File: src/rtl/weight_bank.sv
// rtl/weight_bank.sv - signed weight store with overwrite/saturating-accumulate writes and an init sweep
// Optional: define WEIGHT_BANK_RAND_INIT_EN to seed the sweep from a 16-bit LFSR instead of zeros.
module weight_bank #(
    parameter int          DATA_W    = 10,
    parameter int          DEPTH     = 65,
    parameter int          ADDR_W    = 7,
    parameter logic [15:0] LFSR_SEED = 16'hACE1
) (
    input  logic              Clock,
    input  logic              Rst,
    input  logic              init_start,
    output logic              busy,
    input  logic              wr_en,
    input  logic              wr_mode,
    input  logic [ADDR_W-1:0] wr_addr,
    input  logic [DATA_W-1:0] wr_data,
    input  logic              rd_en,
    input  logic [ADDR_W-1:0] rd_addr,
    output logic [DATA_W-1:0] rd_data,
    output logic              rd_valid,
    output logic              addr_err,
    output logic              sat_flag
);
    localparam logic [ADDR_W-1:0] LAST    = ADDR_W'(DEPTH - 1);
    localparam logic [ADDR_W:0]   DEPTH_L = (ADDR_W + 1)'(DEPTH);
    localparam logic [DATA_W-1:0] MAX_VAL = {1'b0, {(DATA_W - 1){1'b1}}};
    localparam logic [DATA_W-1:0] MIN_VAL = {1'b1, {(DATA_W - 1){1'b0}}};

    typedef enum logic {ST_INIT, ST_RUN} state_t;

    state_t            state, state_next;
    logic [ADDR_W-1:0] ptr, ptr_next;
    logic [DATA_W-1:0] mem [DEPTH];
    logic [DATA_W-1:0] init_val;

    logic              run, wr_ok, rd_ok, wr_act, rd_act;
    logic [DATA_W:0]   sum;
    logic              clip;
    logic [DATA_W-1:0] acc_val;

    always_ff @(posedge Clock or negedge Rst) begin
        if (!Rst) begin
            state <= ST_INIT;
            ptr   <= '0;
        end else begin
            state <= state_next;
            ptr   <= ptr_next;
        end
    end

    always_comb begin
        state_next = state;
        ptr_next   = ptr;
        case (state)
            ST_INIT: begin
                ptr_next = ptr + ADDR_W'(1);
                if (ptr == LAST) begin
                    state_next = ST_RUN;
                    ptr_next   = '0;
                end
            end
            ST_RUN: begin
                if (init_start) begin
                    state_next = ST_INIT;
                    ptr_next   = '0;
                end
            end
            default: begin
                state_next = ST_INIT;
                ptr_next   = '0;
            end
        endcase
    end

    assign busy   = (state == ST_INIT);
    assign run    = (state == ST_RUN);
    assign wr_ok  = ({1'b0, wr_addr} < DEPTH_L);
    assign rd_ok  = ({1'b0, rd_addr} < DEPTH_L);
    assign wr_act = run & wr_en & wr_ok;
    assign rd_act = run & rd_en;

    // One extra bit of headroom: overflow shows up as disagreement of the top two bits.
    always_comb begin
        sum     = {mem[wr_addr][DATA_W-1], mem[wr_addr]} + {wr_data[DATA_W-1], wr_data};
        clip    = (sum[DATA_W] != sum[DATA_W-1]);
        acc_val = sum[DATA_W-1:0];
        if (clip) acc_val = sum[DATA_W] ? MIN_VAL : MAX_VAL;
    end

`ifdef WEIGHT_BANK_RAND_INIT_EN
    logic [15:0] lfsr;
    logic        lfsr_fb;

    assign lfsr_fb = lfsr[15] ^ lfsr[13] ^ lfsr[12] ^ lfsr[10];

    // Not reloaded on init_start so every re-init produces a fresh pattern.
    always_ff @(posedge Clock or negedge Rst) begin
        if (!Rst) lfsr <= LFSR_SEED;
        else if (busy) lfsr <= {lfsr[14:0], lfsr_fb};
    end

    assign init_val = $signed(lfsr[DATA_W-1:0]) >>> 3;
`else
    assign init_val = '0;
`endif

    always_ff @(posedge Clock) begin
        if (busy) mem[ptr] <= init_val;
        else if (wr_act) mem[wr_addr] <= wr_mode ? acc_val : wr_data;
    end

    // Read samples mem before this edge's write lands, giving read-before-write.
    always_ff @(posedge Clock or negedge Rst) begin
        if (!Rst) begin
            rd_data  <= '0;
            rd_valid <= 1'b0;
            addr_err <= 1'b0;
            sat_flag <= 1'b0;
        end else begin
            rd_valid <= rd_act;
            if (rd_act) rd_data <= rd_ok ? mem[rd_addr] : '0;
            addr_err <= run & ((rd_en & ~rd_ok) | (wr_en & ~wr_ok));
            sat_flag <= wr_act & wr_mode & clip;
        end
    end
endmodule

File: config.mk
export PLATFORM = sky130hd
export DESIGN_NAME = weight_bank
export DESIGN_NICKNAME = d
export VERILOG_FILES = /design/src/rtl/weight_bank.sv
export SDC_FILE = /design/constraint.sdc
export NUM_CORES = 1
export LEC_CHECK = 0
export CORE_ASPECT_RATIO = 0.8
export CORE_MARGIN = 3
export CORE_UTILIZATION = 38
export CTS_CLUSTER_SIZE = 12
export DETAILED_ROUTE_END_ITERATION = 10
export MAX_ROUTING_LAYER = met4
export PLACE_DENSITY = 0.56
export SYNTH_ARGS = -nofsm -noshare
export SYNTH_HDL_FRONTEND = slang
export SYNTH_SLANG_ARGS = --single-unit
File: constraint.sdc
create_clock -name Clock -period 6.3 [get_ports Clock]
set_input_delay 1.26 -clock Clock [delete_from_list [all_inputs] [get_ports Clock]]
set_output_delay 1.26 -clock Clock [all_outputs]
set_load 0.03 [all_outputs]
==> results.md <==
- Status: complete, no violations
- Diodes inserted: 0
- Mapped Nets: 1796
- Crit Path Category: in2reg
- Skew-Pair Late Insertion Delay: 0.64 ns
- CTS tree: built
- # rows: 94
- Die height: 265.4 um
- DR top layer: met4
- Worst path slowest cell: nor2b_2
- Met2 WL: 47770 um
- Total stage count of the critical path: 17
- Wire length on met3: 12710 um
- Boundary Pins: 44
- Critical path startpoint: wr_addr[2]
- Die W: 330.3 um
- Beginning of the worst hold path: mem[64][2]
- # setup viols final: 0
- Post-CTS Setup Inserts: 0
- Worst-path clk slew: 0.07 ns
- Netlist cell types: 69
- Finished Cell Area: 37380 sq um
- R2R depth: 15
- Clk Tree Root Cell: clkbuf_16
- Fmax: 0.1689 GHz
- Largest net degree at the start of global routing: 70
- Iter 0 DRT Violations: 2936
- Clock share of power: 0.362
- Hold depth: 2
- TritonCTS Buffers: 74
- Net Sw Power: 3.152 mW
- First-pass GRT wire length: 152600 um
- Critical Path Fanout Max: 33
- Relative slew margins: 0.1398
- Final worst-path cycle share: 0.9398
- Mapped cell area: 31960 sq um
- Switch share: 0.2777
- Worst setup EP type: flip-flop
- Worst r2r src: mem[39][5]
- Main synth FF type: edfxtp_1
- Share of power burned in registers: 0.469
- Combinational group share of total power: 0.169
- Hold Crit Class: reg2reg
- Core area: 82800 sq um
- DRT Pass-1 Iters: 5
- Syn avg cell area: 18.23 sq um
- CP Cell Sequence: clkdlybuf4s50_1 -> buf_12 -> nor2b_2 -> a22o_1 -> a221oi_1 -> o32ai_1 -> a21oi_1 -> o41ai_1 -> ha_1 -> a211o_1 -> a21oi_1 -> a21boi_0 -> xnor2_1 -> buf_4 -> o21ai_0 -> a211oi_4 -> buf_12
- Post-layout nets: 1980
- DR vias/cell: 6.462
- Final WL: 108700 um
- Power Internal: 8.198 mW
- Post-synth EDFFs: 650
- Post-route DRC violation count: 0
- Slew @ Worst Pin: 1.285 ns
- Initial core utilization: 0.3860
- Crit-path max cell delay: 1.04 ns
- Startpoint class of the critical path: input port
- Routed wire length per instance: 35.19 um
- Resized Gates After CTS: 0
- Register area share after synthesis: 0.6271
- Synthesis-to-finish area growth: 16.93%
- Total Routing Usage GR: 0.2574
- Hold Buf Count CTS: 0
- Hold Fails Final Rpt: 0
- H-tree levels: 3
- Min Tclk post-route: 5.921 ns
- Ys Warns: 0
- Final Slew Violations: 0
- IO buf count: 43
- Antenna violations before repair: 5
- Peak supply drop: 0.0002437 V
- Clk buf depth: 3
- Total power: 11.35 mW
- GPL Wtd Cong: 0.9702
- Mapped Cells: 1753
- RSZ-0062 raised after global routing: no
- PwrDens: 303.7 nW/um^2
- DRT antenna net count: 0
- Number of global-route vias before repair: 19510
- Share of cells above drive strength 1: 0.3285
- Synth Register Bits: 671
- Dpl hpwl: 73880 um
- Static leakage power: 12.66 nW
- Fin Clk Skew: 0.02687 ns
- Arrival time worst endpoint: 6.38 ns
- CP delay by family, top: compound AO/OA/AOI/OAI gates
- Clock tree sinks: 671
- GR Overflow Total: 0
- DRT met1 WL: 45990 um
- Placed cell area: 35150 sq um
- Max-cap viol count: 0
- Worst path required time: 6.76 ns
- Via Count: 19960
- DIE AREA: 87650 sq um
- Async SR Flop Fraction: 0.03130
- Worst path buffer plus inverter count: 4
-- metal layers --
metal,GRT usage,vias up
met2,0.3621,1271
met4,0.05645,0
met3,0.07317,112
met1,0.3735,10700
li1,-,7873
met5,-,-
-- tightest hold or removal path, cell delays in order (launching register included) --
cell and delay [ns]:
edfxtp_1 0.36, a22oi_1 0.07, o21ai_0 0.07
-- through the flow --
step	util	std cells	setup slack (ns)	TNS (ns)	hold WS (ns)
floorplan	-	1753	0.01455	0	0.4754
global placement	0.4245	2965	-0.08387	-6.595	0.5329
detailed placement	0.4245	2965	-0.1626	-43.01	0.5220
CTS	0.4514	3089	0.4686	0	0.5371
global route	0.4514	3089	0.1881	0	0.5669
finish	0.4514	3089	0.3791	0	0.5323
-- power groups by stage --
stage          logic [mW]  registers, mW  clock network (mW)
2_1_floorplan        1.04           5.38                   0
3_3_place_gp         1.88           5.40                   0
3_5_place_dp         1.88           5.41                   0
4_1_cts              1.88           5.32                4.19
5_1_grt              2.00           5.35                4.40
6_report             1.92           5.33                4.10
-- cell families (layout without fill, tap and decap cells) --
group	after synthesis	after routing	synth area share
flip-flops	671	671	0.6271
multiplexers	395	395	0.2492
AND/OR/NAND/NOR	273	273	0.04036
AO/OA/AOI/OAI	256	256	0.05751
buffers and inverters	138	370	0.01855
adder cells (fa/ha/maj)	14	14	0.005637
XOR/XNOR	6	6	0.001644
-- flip-flops by register name, summed over array words and instances (netlist names) --
signal    cells
addr_err      1
mem         650
ptr           7
rd_data      10
rd_valid      1
run           1
sat_flag      1
-- area by class of cell --
cell class,instances,area (sq um)
clock inverter,33,239.0
timing repair buffer,229,2206
inverter,17,63.81
clock buffer,91,1989
fill,7077,45420
tap,1104,1381
sequential,671,20040
multi-input combinational,944,11450
-- layout by cell type, fill, tap and decap left out, types with 4 or more instances in the layout --
cell type	count
o211ai_1	4
a211oi_4	8
nor3_1	10
and2_1	6
nand3_1	48
o21a_1	4
buf_12	30
a221o_1	6
clkinv_1	15
ha_1	12
nor2b_1	10
nand2b_1	11
buf_4	157
mux2_2	19
nand2_1	50
inv_1	15
a311oi_1	8
clkdlybuf4s50_1	37
a22oi_1	29
a221oi_1	29
clkbuf_1	13
nand4_1	8
clkinv_2	11
a22o_1	25
o32a_1	5
and3_1	5
a21oi_1	37
edfxtp_1	650
xnor2_1	4
o2111ai_1	4
or3_1	6
mux2i_1	55
o21ai_0	46
clkbuf_16	77
dfrtp_1	21
nor2_1	102
o22ai_1	23
mux4_2	317
-- worst paths after layout --
| kind | endpoint | slack (ns) |
|---|---|---|
| setup reg to reg | mem[54][5] | 1.38 |
| min in group asynchronous | rd_data[2] | 1.03 |
| hold reg to reg | rd_data[2] | 0.53 |
| max in group asynchronous | ptr[1] | 4.98 |
| setup / recovery | mem[54][5] | 0.38 |
| hold / removal | rd_data[2] | 0.53 |
-- synth_stat cells, drive strengths merged, types with 9 or more instances --
cell type / n / area, sq um
edfxtp: 650 / 19520
mux4: 317 / 7139
nor2: 104 / 390.4
buf: 62 / 307.8
clkbuf: 59 / 221.5
mux2i: 58 / 600.6
nand3: 52 / 287.8
nand2: 50 / 187.7
o21ai: 46 / 230.2
a21oi: 37 / 185.2
a221oi: 29 / 254.0
a22oi: 29 / 217.7
a22o: 25 / 219.0
o22ai: 23 / 143.9
dfrtp: 21 / 525.5
mux2: 20 / 225.2
inv: 16 / 60.05
ha: 12 / 150.1
a211oi: 11 / 82.58
nand2b: 11 / 68.82
nor2b: 11 / 68.82
nor3: 10 / 50.05
a311oi: 9 / 78.83
nand4: 9 / 62.56
No activity file was read; power rests on OpenSTA's default activity.
